--- src/rtl/multicycle_cu.sv ---
// Multi-cycle control unit: Moore FSM sequencing PC, IR, register file, ALU and
// unified memory through fetch/decode/execute/memory/write-back steps.
module multicycle_cu #(
    parameter int CNT_W = 16
) (
    input  logic             clk,
    input  logic             rst,
    input  logic [5:0]       opcode,
    input  logic             zero,
    input  logic             mem_ready,
    output logic             PCWrite,
    output logic             PCWriteCond,
    output logic             IRWrite,
    output logic             IorD,
    output logic             MDRW,
    output logic             ALUM2Reg,
    output logic             ALUSrcA,
    output logic [1:0]       ALUSrcB,
    output logic [2:0]       ALUOp,
    output logic             RegWrite,
    output logic             RegOut,
    output logic [1:0]       PCSrc,
    output logic [3:0]       state,
    output logic             illegal,
    output logic [CNT_W-1:0] retired
);

    typedef enum logic [3:0] {
        S_FETCH    = 4'd0,
        S_DECODE   = 4'd1,
        S_EXEC_R   = 4'd2,
        S_EXEC_I   = 4'd3,
        S_MEM_ADDR = 4'd4,
        S_MEM_RD   = 4'd5,
        S_MEM_WR   = 4'd6,
        S_WB_ALU   = 4'd7,
        S_WB_MEM   = 4'd8,
        S_BRANCH   = 4'd9,
        S_JUMP     = 4'd10
    } state_t;

    localparam logic [5:0] OP_NOP  = 6'd0;
    localparam logic [5:0] OP_ADD  = 6'd1;
    localparam logic [5:0] OP_SUB  = 6'd2;
    localparam logic [5:0] OP_ADDI = 6'd3;
    localparam logic [5:0] OP_LW   = 6'd4;
    localparam logic [5:0] OP_SW   = 6'd5;
    localparam logic [5:0] OP_BEQ  = 6'd6;
    localparam logic [5:0] OP_J    = 6'd7;

    state_t           r_state;
    state_t           w_next;
    logic             w_retire;
    logic [CNT_W-1:0] r_retired;
    logic             w_unused;

    // The branch condition is applied in the datapath, so zero is not consumed here.
    assign w_unused = zero;

    always_ff @(posedge clk or posedge rst) begin
        if (rst) begin
            r_state   <= S_FETCH;
            r_retired <= '0;
        end else begin
            r_state <= w_next;
            if (w_retire) begin
                r_retired <= r_retired + CNT_W'(1);
            end
        end
    end

    // mem_ready handshake: an access started in FETCH, MEM_RD or MEM_WR is held
    // (same state, same outputs) until mem_ready=1 completes it in that cycle;
    // in every other state mem_ready has no effect.
    always_comb begin
        w_next      = r_state;
        w_retire    = 1'b0;
        PCWrite     = 1'b0;
        PCWriteCond = 1'b0;
        IRWrite     = 1'b0;
        IorD        = 1'b0;
        MDRW        = 1'b0;
        ALUM2Reg    = 1'b0;
        ALUSrcA     = 1'b0;
        ALUSrcB     = 2'b00;
        ALUOp       = 3'b000;
        RegWrite    = 1'b0;
        RegOut      = 1'b0;
        PCSrc       = 2'b00;
        illegal     = 1'b0;

        case (r_state)
            S_FETCH: begin
                ALUSrcB = 2'b01;
                IRWrite = mem_ready;
                PCWrite = mem_ready;
                if (mem_ready) begin
                    w_next = S_DECODE;
                end
            end
            S_DECODE: begin
                ALUSrcB = 2'b11;
                case (opcode)
                    OP_NOP: begin
                        w_next   = S_FETCH;
                        w_retire = 1'b1;
                    end
                    OP_ADD, OP_SUB: w_next = S_EXEC_R;
                    OP_ADDI:        w_next = S_EXEC_I;
                    OP_LW, OP_SW:   w_next = S_MEM_ADDR;
                    OP_BEQ:         w_next = S_BRANCH;
                    OP_J:           w_next = S_JUMP;
                    default: begin
                        w_next  = S_FETCH;
                        illegal = 1'b1;
                    end
                endcase
            end
            S_EXEC_R: begin
                ALUSrcA = 1'b1;
                ALUOp   = (opcode == OP_SUB) ? 3'b001 : 3'b000;
                w_next  = S_WB_ALU;
            end
            S_EXEC_I: begin
                ALUSrcA = 1'b1;
                ALUSrcB = 2'b10;
                w_next  = S_WB_ALU;
            end
            S_MEM_ADDR: begin
                ALUSrcA = 1'b1;
                ALUSrcB = 2'b10;
                w_next  = (opcode == OP_LW) ? S_MEM_RD : S_MEM_WR;
            end
            S_MEM_RD: begin
                IorD = 1'b1;
                if (mem_ready) begin
                    w_next = S_WB_MEM;
                end
            end
            S_MEM_WR: begin
                IorD = 1'b1;
                MDRW = 1'b1;
                if (mem_ready) begin
                    w_next   = S_FETCH;
                    w_retire = 1'b1;
                end
            end
            S_WB_ALU: begin
                RegWrite = 1'b1;
                RegOut   = (opcode == OP_ADD) || (opcode == OP_SUB);
                w_next   = S_FETCH;
                w_retire = 1'b1;
            end
            S_WB_MEM: begin
                RegWrite = 1'b1;
                ALUM2Reg = 1'b1;
                w_next   = S_FETCH;
                w_retire = 1'b1;
            end
            S_BRANCH: begin
                ALUSrcA     = 1'b1;
                ALUOp       = 3'b001;
                PCSrc       = 2'b01;
                PCWriteCond = 1'b1;
                w_next      = S_FETCH;
                w_retire    = 1'b1;
            end
            S_JUMP: begin
                PCSrc    = 2'b10;
                PCWrite  = 1'b1;
                w_next   = S_FETCH;
                w_retire = 1'b1;
            end
            default: w_next = S_FETCH;
        endcase

        // Reset silences every enable at once, before any clock edge.
        if (rst) begin
            w_retire    = 1'b0;
            PCWrite     = 1'b0;
            PCWriteCond = 1'b0;
            IRWrite     = 1'b0;
            IorD        = 1'b0;
            MDRW        = 1'b0;
            ALUM2Reg    = 1'b0;
            ALUSrcA     = 1'b0;
            ALUSrcB     = 2'b00;
            ALUOp       = 3'b000;
            RegWrite    = 1'b0;
            RegOut      = 1'b0;
            PCSrc       = 2'b00;
            illegal     = 1'b0;
        end
    end

    assign state   = r_state;
    assign retired = r_retired;

endmodule

--- config.mk ---
export PLATFORM = sky130hd
export DESIGN_NAME = multicycle_cu
export DESIGN_NICKNAME = d
export VERILOG_FILES = /design/src/rtl/multicycle_cu.sv
export SDC_FILE = /design/constraint.sdc
export NUM_CORES = 1
export LEC_CHECK = 0
export BUFFER_PORTS_ARGS = -buffer_cell sky130_fd_sc_hd__buf_2
export CAP_MARGIN = 20
export CORE_AREA = 3 3 69 52
export DETAILED_ROUTE_END_ITERATION = 7
export DIE_AREA = 0 0 72 55
export GPL_ROUTABILITY_DRIVEN = 0
export HOLD_SLACK_MARGIN = 0.1
export MAX_ROUTING_LAYER = met4
export PLACE_DENSITY = 0.73
export SLEW_MARGIN = 20
export SYNTH_ARGS = -nofsm -noshare
export SYNTH_HDL_FRONTEND = slang
export SYNTH_SLANG_ARGS = --single-unit
--- constraint.sdc ---
create_clock -name clk -period 1.9 [get_ports clk]
set_input_delay 0.095 -clock clk [delete_from_list [all_inputs] [get_ports clk]]
set_output_delay 0.095 -clock clk [all_outputs]
set_load 0.05 [all_outputs]
# After elaboration in Yosys (flattened, before gate mapping)
# Index checks and enable logic that the tools add are counted.
[op_classes]
n_addsub = 1
eq_ne = 20
n_mux = 38
n_reduce_logical = 13
[op_table]
columns = ["operator", "n"]
rows = [
  ["6-bit by 3-bit == test with 1-bit output, second input constant", 4],
  ["1-bit two-way mux", 24],
  ["4-bit one-hot mux with 6 select lines", 1],
  ["4-bit one-hot mux with 5 select lines", 1],
  ["16-bit by 1-bit adder with 16-bit output, second input constant", 1],
  ["4-bit by 3-bit == test with 1-bit output, second input constant", 4],
  ["4-bit == test, second input constant", 3],
  ["6-bit by 2-bit == test with 1-bit output, second input constant", 2],
  ["4-bit two-way mux", 3],
  ["2-bit OR reduction", 6],
  ["4-bit by 2-bit == test with 1-bit output, second input constant", 2],
  ["4-bit OR reduction", 2],
  ["8-bit OR reduction", 1],
  ["6-bit by 1-bit == test with 1-bit output, second input constant", 1],
  ["6-bit zero test", 1],
  ["2-bit two-way mux", 3],
  ["2-bit != test, second input constant", 3],
  ["2-bit one-hot mux with 3 select lines", 1],
  ["4-bit by 1-bit == test with 1-bit output, second input constant", 1],
  ["4-bit zero test", 1],
  ["1-bit one-hot mux with 2 select lines", 2],
  ["2-bit one-hot mux with 2 select lines", 1],
  ["3-bit two-way mux", 1],
  ["1-bit one-hot mux with 3 select lines", 1],
  ["2 further kinds", 2],
]
[word_totals]
regBits = 20
in_bits = 10
word_cells = 74

# Logic depth before layout (Yosys ltp)
# Gate-level depths: netlist of run 1.
[depth]
word_depth = 5
ltp_mapped = 7
depth_no_buf = 5

# Worst setup path after synthesis of run 1
# No wires, ideal clock.
[synth_timing]
kind = "reg2out"
from = "reg r_state[2] (netlist: state[2])"
to = "out PCWrite"
arrival_time_ns = 3.413
path_slack_ns = -1.608
path_stages_with_launch = 5
path_cell_list = "dfrtp_1 -> clkbuf_1 -> nor4_1 -> and3b_1 -> or2_2"
[synth_between]
elab_chain_len = 3
[synth_rtl]
columns = ["item", "line", "text"]
rows = [
  ["start, declared", "51", "state_t r_state;"],
  ["start signal, assigned", "65", "r_state <= w_next;"],
  ["4-bit == test or 4-bit zero test (tied branches)", "92", "case (r_state)"],
  ["1-bit one-hot mux with 2 select lines (*)", "92", ""],
  ["1-bit two-way mux (*)", "178", "if (rst) begin"],
  ["end, declared", "11", "output logic PCWrite,"],
]
# Mark *: on every way between the ends. The rest lies on a longest branch, timed or not.

# Final worst setup path of run 1
[layout_timing]
from = "reg r_state[3] (netlist: state[3])"
to = "out RegOut"
[layout_between]
elab_chain_len = 3
[layout_rtl]
columns = ["item", "line", "text"]
rows = [
  ["4-bit by 3-bit == test with 1-bit output", "92", ""],
  ["1-bit two-way mux", "92", ""],
  ["1-bit two-way mux", "178", ""],
  ["end, declared", "21", "output logic RegOut,"],
]
# No other way between the ends.

==> results of run 1 <==
==> cell families after synthesis <==
group | after synthesis | share of synthesized area [%]
AND/OR/NAND/NOR | 62 | 26.99
AO/OA/AOI/OAI | 20 | 12.23
flip-flops | 20 | 38.83
XOR/XNOR | 17 | 11.55
buffers and inverters | 17 | 6.601
multiplexers | 3 | 2.524
adder cells (fa/ha/maj) | 1 | 0.9707
other | 1 | 0.2910
==> routing by layer <==
metal  share of wire, %  vias to the layer above  track usage [%]
li1                   -                      610                -
met1                 43                      605            24.07
met2                 47                       59            29.27
met3                8.0                        8            2.708
met4                2.2                        0            4.688
met5                  0                        -                -
==> synth_stat cells (2+ instances only) <==
master,count
buf_4,3
mux2_2,2
xnor2_1,15
nor3b_1,2
dfrtp_1,20
xor2_1,2
nand3_1,3
and3_1,4
a211oi_1,3
nand4_1,14
o21ai_0,2
nor2_1,13
a22oi_1,2
a21oi_1,5
nand2_1,7
nor3_1,8
nor4b_1,2
clkbuf_1,7
inv_1,3
==> metrics by stage <==
step | hold slack, ns | TNS (ns) | cell area (um^2)
after floorplan | 0.2350 | -2.399 | 1408
after global placement | 0.3815 | 0 | 1703
after detailed placement | 0.3954 | 0 | 1703
after CTS | 0.1200 | 0 | 1772
after global routing | 0.1554 | -0.07500 | 1862
final | 0.1241 | 0 | 1862
==> registers in the layout, summed over array words and instances, names as in the netlist <==
register / flops
retired: 16
state: 4
==> timing repair <==
| action | CTS | global route |
|---|---|---|
| setup buffers | 0 | 5 |
| pin swaps | 0 | 4 |
| setup endpoints to repair | 3 | 6 |
| gates resized for setup | 4 | 13 |
==> power breakdown <==
group | total, mW | internal, mW | switching, mW
sequential | 0.597 | 0.507 | 0.0899
clock | 0.328 | 0.184 | 0.144
combinational | 1.63 | 0.591 | 1.04
==> worst max-delay path, delay by kind of cell, from the launching register on <==
family / cells / cell delay, ns
flip-flops: 1 / 0.41
AND/OR/NAND/NOR: 3 / 0.55
buffers and inverters: 3 / 0.53
==> layout make-up <==
| class | count | area share (%) |
|---|---|---|
| tap | 38 | 2.554 |
| inverter | 3 | 0.8064 |
| timing repair buffer | 62 | 22.11 |
| multi-input combinational | 105 | 44.42 |
| sequential | 20 | 27.15 |
| clock buffer | 4 | 2.957 |
==> worst max path at each step <==
| stage | cells past startpoint | start | endpoint | slack, ns |
|---|---|---|---|---|
| finish | 6 | state[3] | RegOut | 0.05 |
| global route | 6 | state[0] | ALUOp[0] | -0.04 |
| CTS | 6 | state[3] | PCWrite | 0.004 |
| detailed placement | 5 | state[1] | retired[1] | 0.07 |
| global placement | 5 | state[1] | retired[1] | 0.09 |
| floorplan | 3 | state[1] | PCWrite | -0.22 |
==> summary.md, run 1 <==
| Metric | Value |
|---|---|
| Status | `complete, no violations` |
| Clock buffer depth | `2` |
| Pleak | `about 0.87 nW` |
| Worst Slack Setup Final | `0.05238 ns` |
| Distinct cells, synth | `between 40 and 50` |
| CTS Root Cell | `clkbuf_8` |
| Mean Syn Cell Area | `between 9 and 10 um^2` |
| Die area | `0.003960 mm^2` |
| Detailed Route WL | `3625 um` |
| Vias in the first global route | `1119` |
| Synth Instances | `141` |
| Total grt overflow | `0` |
| Routed len/inst | `15.63 um` |
| Number of diodes | `0` |
| Slowest stage cell, crit path | `dfrtp_2` |
| Largest net degree at the start of global routing | `21` |
| Non-filler cells, final | `232` |
| WP data required | `1.80 ns` |
| Most frequent CP cell | `buf_4` |
| Clock sinks | `20` |
| Die Height | `55 um` |
| Tot Pwr | `2.555 mW` |
| Total CTS buffers | `3` |
| Yosys top cell by area | `dfrtp_1` |
| Core Util, Final | `61.21%` |
| Via/cell ratio | `5.526` |
| CTS tree | `yes` |
| First-pass GRT wire length | `5368 um` |
| FF/Latch Area | `505.5 um^2` |
| DRC | `0` |
| Drt pass-1 iters | `4` |
| Register area share after synthesis | `38.83%` |
| Synth Flop Type | `dfrtp_1` |
| Yosys Warn Count | `0` |
| Critical Path Fanout Max | `10` |
| Die extent in x | `72 um` |
| Place WS | `0.06535 ns` |
| Commonest non-fill, non-tap cell in the layout | `buf_2` |
| CTS clk-pin slew, worst paths | `0.08 ns` |
| Rows | `17` |
| Share of the synthesized area in the top cell type | `38.83%` |
| Initial antenna violation count | `0` |
| Worst flop-to-flop path startpoint | `state[1]` |
| H-tree depth | `1` |
| Final min period | `1.848 ns` |
| Synthesized area | `0.001289 mm^2` |
| Ports | `47` |
| Most area-consuming cells after synthesis | `dfrtp_1 39%, xnor2_1 10%, nand4_1 6.8%` |
| Antenna Nets Post-Route | `0` |
| VDD IR max | `between 0.8 and 0.9 mV` |
| Worst r2r path cells | `5` |
| Port Buffer Count | `43` |
| Setup crit end kind | `output pin` |
| Initial Util | `42.37%` |
| Max Fclk | `~0.54 GHz` |
| Max-Cap Viols | `0` |
| WP data arrival | `1.75 ns` |
| Commonest cells after routing, fill and taps aside | `39 x buf_2, 16 x buf_4, 16 x dfrtp_1` |
| RSZ-0062 raised after global routing | `true` |
| Detailed Route Iter0 Violations | `100` |
| Critical path, cell by cell | `buf_4 > buf_4 > nor2_2 > nand2_2 > nor4b_4 > buf_6` |
| Clock Latency Late Sink | `around 0.26 ns` |
| Max Slew Vio Count | `0` |
| Worst R2R End | `retired[1]` |
| Post-DP HPWL | `between 2000 and 3000 um` |
| Critical path class | `reg2out` |
| Crit-path max cell delay | `0.41 ns` |
| Post-synth EDFFs | `0` |
| R2R Setup Slk | `0.06 ns` |
| Via count | `1282` |
| Multi-input logic area | `roughly 830 um^2` |
| Layout area overhead | `44.47%` |
| Core area | `0.003042 mm^2` |
| Final clock skew | `0.004599 ns` |
| Ys async rst share | `100.0%` |
| CP Launch Type | `register` |
| Hold WC Path Type | `in2async` |
| GRT Util Overall | `a little under a fifth` |
| # setup viols final | `0` |
| Final hold violation count | `0` |
| Inst Count DP | `223` |
| Share of cells above drive strength 1 | `50.52%` |
| Period utilization | `a little over nine tenths` |
| Hold_buf cts | `0` |
| # fillers | `239` |
| Synth Register Bits | `20` |
| P per Cell Area | `1372 mW/mm^2` |
| Fin nets | `206` |
Power figures use the tool's default switching activity.
==> run 2, diff against run 1 <==
--- a/config.mk
+++ b/config.mk
@@ -7,13 +7,13 @@
 export LEC_CHECK = 0
 export BUFFER_PORTS_ARGS = -buffer_cell sky130_fd_sc_hd__buf_2
 export CAP_MARGIN = 20
-export CORE_AREA = 3 3 69 52
+export CORE_AREA = 3 3 68 51
 export DETAILED_ROUTE_END_ITERATION = 7
-export DIE_AREA = 0 0 72 55
+export DIE_AREA = 0 0 71 54
 export GPL_ROUTABILITY_DRIVEN = 0
 export HOLD_SLACK_MARGIN = 0.1
 export MAX_ROUTING_LAYER = met4
-export PLACE_DENSITY = 0.73
+export PLACE_DENSITY = 0.72
 export SLEW_MARGIN = 20
 export SYNTH_ARGS = -nofsm -noshare
 export SYNTH_HDL_FRONTEND = slang
==> constraint.sdc (replaced) <==
create_clock -name clk -period 2.3 [get_ports clk]
set_input_delay 0.115 -clock clk [delete_from_list [all_inputs] [get_ports clk]]
set_output_delay 0.115 -clock clk [all_outputs]
set_load 0.05 [all_outputs]
==> summary.md, run 2 (same netlist as run 1, synthesis figures left out) <==
| Metric | Value |
|---|---|
| Port Buffer Count | `43 (unchanged)` |
| Non-filler cells, final | `219 (-5.6%)` |
| GRT Util Overall | `19.40% (+1.3 points)` |
| Status | `complete, no violations` |
| Die area | `0.003834 mm^2 (-3.2%)` |
| CP Launch Type | `register` |
| Critical path class | `reg2out` |
| Max-Cap Viols | `0 (unchanged)` |
| Clock Latency Late Sink | `0.26 ns (about the same)` |
| Worst hold endpoint | `state[0]` |
| Core Util, Final | `58.88% (-2.3 points)` |
| First-pass GRT wire length | `5595 um (+4.2%)` |
| Rows | `16 (-1)` |
| R2R Setup Slk | `0.31 ns (+0.25 ns)` |
| WP data required | `2.18 ns (+0.38 ns)` |
| Final clock skew | `0.002028 ns (-0.002572 ns)` |
| Max Slew Vio Count | `0 (unchanged)` |
| Via/cell ratio | `5.740 (+3.9%)` |
| Detailed Route Iter0 Violations | `108 (+8.0%)` |
| Clock sinks | `20 (unchanged)` |
| Via count | `1257 (-2.0%)` |
| Worst flop-to-flop path startpoint | `state[3]` |
| DRC | `0 (unchanged)` |
| Routed len/inst | `15.68 um (+0.38%)` |
| P per Cell Area | `1126 mW/mm^2 (-18%)` |
| H-tree depth | `1 (unchanged)` |
| Period utilization | `90.41%` |
| Die Height | `54 um (-1.8%)` |
| Total grt overflow | `0 (unchanged)` |
| # setup viols final | `0 (unchanged)` |
| WP data arrival | `1.96 ns (+0.21 ns)` |
| CTS Root Cell | `clkbuf_8` |
| Final min period | `2.079 ns` |
| Pleak | `0.7941 nW (-8.2%)` |
| Drt pass-1 iters | `4 (unchanged)` |
| Number of diodes | `0 (unchanged)` |
| Hold path depth | `3` |
| Hold WC Path Type | `in2reg` |
| Vias in the first global route | `1106 (-1.2%)` |
| Total CTS buffers | `3 (unchanged)` |
| Hold wc startpoint | `mem_ready` |
| Share of cells above drive strength 1 | `37.16% (-13 points)` |
| Detailed Route WL | `3435 um (-5.2%)` |
| RSZ-0062 raised after global routing | `false` |
| Layout area overhead | `28.06%` |
| Commonest non-fill, non-tap cell in the layout | `buf_2` |
| Initial Util | `45.98% (+3.6 points)` |
| Initial antenna violation count | `0 (unchanged)` |
| VDD IR max | `0.5444 mV (-35%)` |
| Max Fclk | `0.4809 GHz` |
| Worst r2r path cells | `4 (-1)` |
| Commonest cells after routing, fill and taps aside | `43 x buf_2, 20 x dfrtp_1, 15 x xnor2_1` |
| Antenna Nets Post-Route | `0 (unchanged)` |
| Largest net degree at the start of global routing | `22 (+4.8%)` |
| CTS tree | `yes` |
| Post-DP HPWL | `2493 um (-4.8%)` |
| Setup crit end kind | `output pin` |
| Critical Path Fanout Max | `14 (+4)` |
| Worst hold margin | `0.2658 ns (+0.1417 ns)` |
| Core area | `0.002803 mm^2 (-7.9%)` |
| Die extent in x | `71 um (-1.4%)` |
| Inst Count DP | `214 (-4.0%)` |
| CTS clk-pin slew, worst paths | `0.07 ns (about the same)` |
| Final hold violation count | `0 (unchanged)` |
| Ports | `47 (unchanged)` |
| Fin nets | `195 (-5.3%)` |
| Worst R2R End | `retired[1]` |
| Clock buffer depth | `2 (unchanged)` |
| Max FFs per register | `16 (unchanged)` |
| Sum of negative setup slack | `0 ns (unchanged)` |
==> run 2: repair_timing <==
item | 4_1_cts | 5_1_grt
buffers inserted | 0 | 0
resized for setup | 0 | 0
hold buffers | 1 | 0
hold endpoints to repair | 20 | 0
==> run 2: per-layer routing <==
metal	routed length [um]	GRT usage (%)	up-vias
li1	-	-	590
met3	274	5.784	4
met4	41	4.063	0
met5	0	-	-
met2	1632	30.46	53
met1	1486	25.09	610
==> run 2: per-stage QoR <==
step / power, mW / area [um^2] / setup slack (ns)
after floorplan: 1.352 / 1346 / -0.2479
after global placement: 1.556 / 1585 / 0.3669
after detailed placement: 1.590 / 1585 / 0.3247
after CTS: 1.862 / 1650 / 0.2345
after global routing: 1.969 / 1650 / 0.1211
final: 1.859 / 1650 / 0.2206
==> run 2: area by class of cell <==
cell class	count	area, um^2
Timing Repair Buffer	51	277.8
Inverter	3	11.26
Clock buffer	4	55.05
Multi-Input combinational cell	105	760.7
Tap cell	36	45.04
Sequential cell	20	500.5
Fill cell	255	1152
==> run 2: worst max-delay path by stage <==
stage | start | endpoint | cells after the start
after CTS | state[0] | ALUOp[0] | 6
after floorplan | state[2] | PCWrite | 4
after detailed placement | state[3] | retired[1] | 4
final | state[0] | ALUOp[0] | 6
after global routing | state[0] | ALUOp[0] | 6
after global placement | state[3] | retired[1] | 4
==> run 2: critical path, cell delays in order, from the launching register on <==
cell      delay [ns]
dfrtp_1         0.41
buf_4           0.19
nand2b_1        0.24
nor4b_1         0.32
a22oi_1         0.13
nor3_2          0.12
buf_2           0.28
==> run 2: power breakdown <==
part	internal, mW	switching, mW
Clock	0.152	0.116
Combinational	0.325	0.774
Sequential	0.414	0.0778
==> run 3, diff against run 2 <==
--- a/config.mk
+++ b/config.mk
@@ -5,7 +5,7 @@
 export SDC_FILE = /design/constraint.sdc
 export NUM_CORES = 1
 export LEC_CHECK = 0
-export BUFFER_PORTS_ARGS = -buffer_cell sky130_fd_sc_hd__buf_2
+export BUFFER_PORTS_ARGS = -buffer_cell sky130_fd_sc_hd__buf_4
 export CAP_MARGIN = 20
 export CORE_AREA = 3 3 68 51
 export DETAILED_ROUTE_END_ITERATION = 7
@@ -14,6 +14,7 @@
 export HOLD_SLACK_MARGIN = 0.1
 export MAX_ROUTING_LAYER = met4
 export PLACE_DENSITY = 0.72
+export RECOVER_POWER = 50
 export SLEW_MARGIN = 20
 export SYNTH_ARGS = -nofsm -noshare
 export SYNTH_HDL_FRONTEND = slang
==> summary.md, run 3 (same netlist as run 1, synthesis figures left out) <==
| Metric | Value |
|---|---|
| WP data arrival | `1.94 ns (-0.02 ns)` |
| Critical path class | `reg2out` |
| NetSw | `0.9467 mW (-2.2%)` |
| Fin nets | `195 (unchanged)` |
| VDD IR max | `0.5572 mV (+2.4%)` |
| Post-DP HPWL | `2549 um (+2.2%)` |
| Core area | `0.002803 mm^2 (unchanged)` |
| CTS tree | `yes` |
| Max Slew Vio Count | `0 (unchanged)` |
| Critical path, cell by cell | `buf_4 > nand2b_1 > nor4b_1 > a22oi_1 > nor3_2 > buf_4` |
| Period utilization | `89.51% (-0.90 points)` |
| Slowest stage cell, crit path | `dfrtp_1` |
| Die area | `0.003834 mm^2 (unchanged)` |
| Max Fclk | `0.4857 GHz (+1.0%)` |
| Hold WC Path Type | `in2reg` |
| Worst slew pin tran | `1.067 ns` |
| Switching Share | `51.87% (-0.18 points)` |
| Die Height | `54 um (unchanged)` |
| CTS Root Cell | `clkbuf_8` |
| Tot Pwr | `1.825 mW (-1.8%)` |
| Total CTS buffers | `3 (unchanged)` |
| Clock sinks | `20 (unchanged)` |
| Rows | `16 (unchanged)` |
| Initial Util | `45.98% (unchanged)` |
| Total grt overflow | `0 (unchanged)` |
| H-tree depth | `1 (unchanged)` |
| Non-filler cells, final | `218 (-0.46%)` |
| Slew headroom | `between 20% and 30%` |
| Max-Cap Viols | `0 (unchanged)` |
| Pleak | `0.7223 nW (-9.0%)` |
| Largest net degree at the start of global routing | `22 (unchanged)` |
| First-pass GRT wire length | `5423 um (-3.1%)` |
| Routed len/inst | `15.29 um (-2.5%)` |
| Hold_buf cts | `1 (unchanged)` |
| CP Launch Type | `register` |
| Detailed Route Iter0 Violations | `73 (-32%)` |
| Seq pwr share | `26.5% (about the same)` |
| Cell-internal power | `0.8783 mW (-1.5%)` |
| P per Cell Area | `1089 mW/mm^2 (-3.4%)` |
| Commonest non-fill, non-tap cell in the layout | `buf_4` |
| Setup repair bufs after CTS | `0 (unchanged)` |
| Layout area overhead | `30.10%` |
| Vias in the first global route | `1145 (+3.5%)` |
| Commonest cells after routing, fill and taps aside | `32 x buf_4, 20 x dfrtp_1, 18 x clkbuf_1` |
| Critical Path Fanout Max | `14 (unchanged)` |
| Drt pass-1 iters | `4 (unchanged)` |
| Ports | `47 (unchanged)` |
| Clock buffer depth | `2 (unchanged)` |
| Detailed Route WL | `3334 um (-2.9%)` |
| Via/cell ratio | `5.583 (-2.7%)` |
| RSZ-0062 raised after global routing | `false` |
| Max FFs per register | `16 (unchanged)` |
| Most frequent CP cell | `buf_4` |
| Core Util, Final | `59.82% (+0.94 points)` |
| Via count | `1217 (-3.2%)` |
| Die extent in x | `71 um (unchanged)` |
| Post-cts resize count | `0 (unchanged)` |
| Clock share of power | `12.3% (-2.1 points)` |
| Initial antenna violation count | `0 (unchanged)` |
| # setup viols final | `0 (unchanged)` |
| Crit-path max cell delay | `0.41 ns (about the same)` |
| Share of cells above drive strength 1 | `26.92% (-10 points)` |
| Antenna Nets Post-Route | `0 (unchanged)` |
| Final min period | `2.059 ns (-0.02072 ns)` |
| CTS clk-pin slew, worst paths | `0.07 ns (about the same)` |
| Logic pwr share | `61.2% (+2.1 points)` |
| Inst Count DP | `214 (unchanged)` |
| DRC | `0 (unchanged)` |
| Status | `complete, no violations` |
| Finished Cell Area | `0.001677 mm^2 (+1.6%)` |
| Sum of negative setup slack | `0 ns (unchanged)` |
| # fillers | `269 (+5.5%)` |
| Number of diodes | `0 (unchanged)` |
| Final clock skew | `0.002223 ns (+0.0001953 ns)` |
| GRT Util Overall | `18.50% (-0.90 points)` |
| Setup crit end kind | `output pin` |
| Final hold violation count | `0 (unchanged)` |
| Port Buffer Count | `43 (unchanged)` |
| Post-Place Cell Area | `0.001693 mm^2 (+6.8%)` |
| Clock Latency Late Sink | `0.25 ns (about the same)` |
| WP data required | `2.18 ns (about the same)` |
==> run 3: cell count changes in the layout (fill, tap and decap cells not counted) <==
cell | before | now
buf_2 | 43 | 0
buf_4 | 7 | 32
clkbuf_1 | 0 | 18
clkbuf_8 | 4 | 3
==> run 3: metrics by stage <==
step,hold slack (ns),setup WS [ns]
after floorplan,0.3163,-0.2479
after global placement,0.2648,0.4201
after detailed placement,0.2749,0.4084
after CTS,0.2130,0.2494
after global routing,0.2377,0.09691
final,0.2128,0.2413
==> run 3: routing by layer <==
| metal | vias up | wire (um) | track usage, % |
|---|---|---|---|
| li1 | 587 | - | - |
| met1 | 591 | 1504 | 24.46 |
| met2 | 39 | 1631 | 31.08 |
| met3 | 0 | 198 | 3.358 |
| met4 | 0 | 0 | 1.875 |
| met5 | - | 0 | - |
==> run 3: worst paths after layout <==
kind,start,end,slack [ns],cells after the start
max in group asynchronous,rst,retired[0],0.80,4
setup reg to reg,state[1],retired[1],0.40,5
hold reg to reg,retired[15],retired[15],0.49,1
setup / recovery,state[0],ALUOp[0],0.24,6
min in group asynchronous,rst,retired[12],0.86,4
hold / removal,mem_ready,state[0],0.21,3
==> run 3: worst max-delay path, delay by kind of cell (launching register included) <==
kind / cells / cell delay (ns)
buf+inv: 2 / 0.41
compound gates: 1 / 0.15
simple gates: 3 / 0.73
flops: 1 / 0.41
==> run 3: final cells by class <==
| cell class | instances | area (um^2) | area share (%) |
|---|---|---|---|
| clock buffers | 3 | 41.29 | 2.463 |
| inverters | 3 | 11.26 | 0.6716 |
| multi-input cells | 105 | 760.7 | 45.37 |
| flip-flops and latches | 20 | 500.5 | 29.85 |
| well taps | 36 | 45.04 | 2.687 |
| repair buffers | 51 | 317.8 | 18.96 |
==> run 3: power groups by stage <==
stage / clock (mW) / sequential [mW] / combinational, mW
after floorplan: 0 / 0.704 / 0.648
after global placement: 0 / 0.486 / 1.14
after detailed placement: 0 / 0.491 / 1.15
after CTS: 0.227 / 0.485 / 1.16
after global routing: 0.241 / 0.492 / 1.19
final: 0.224 / 0.484 / 1.12
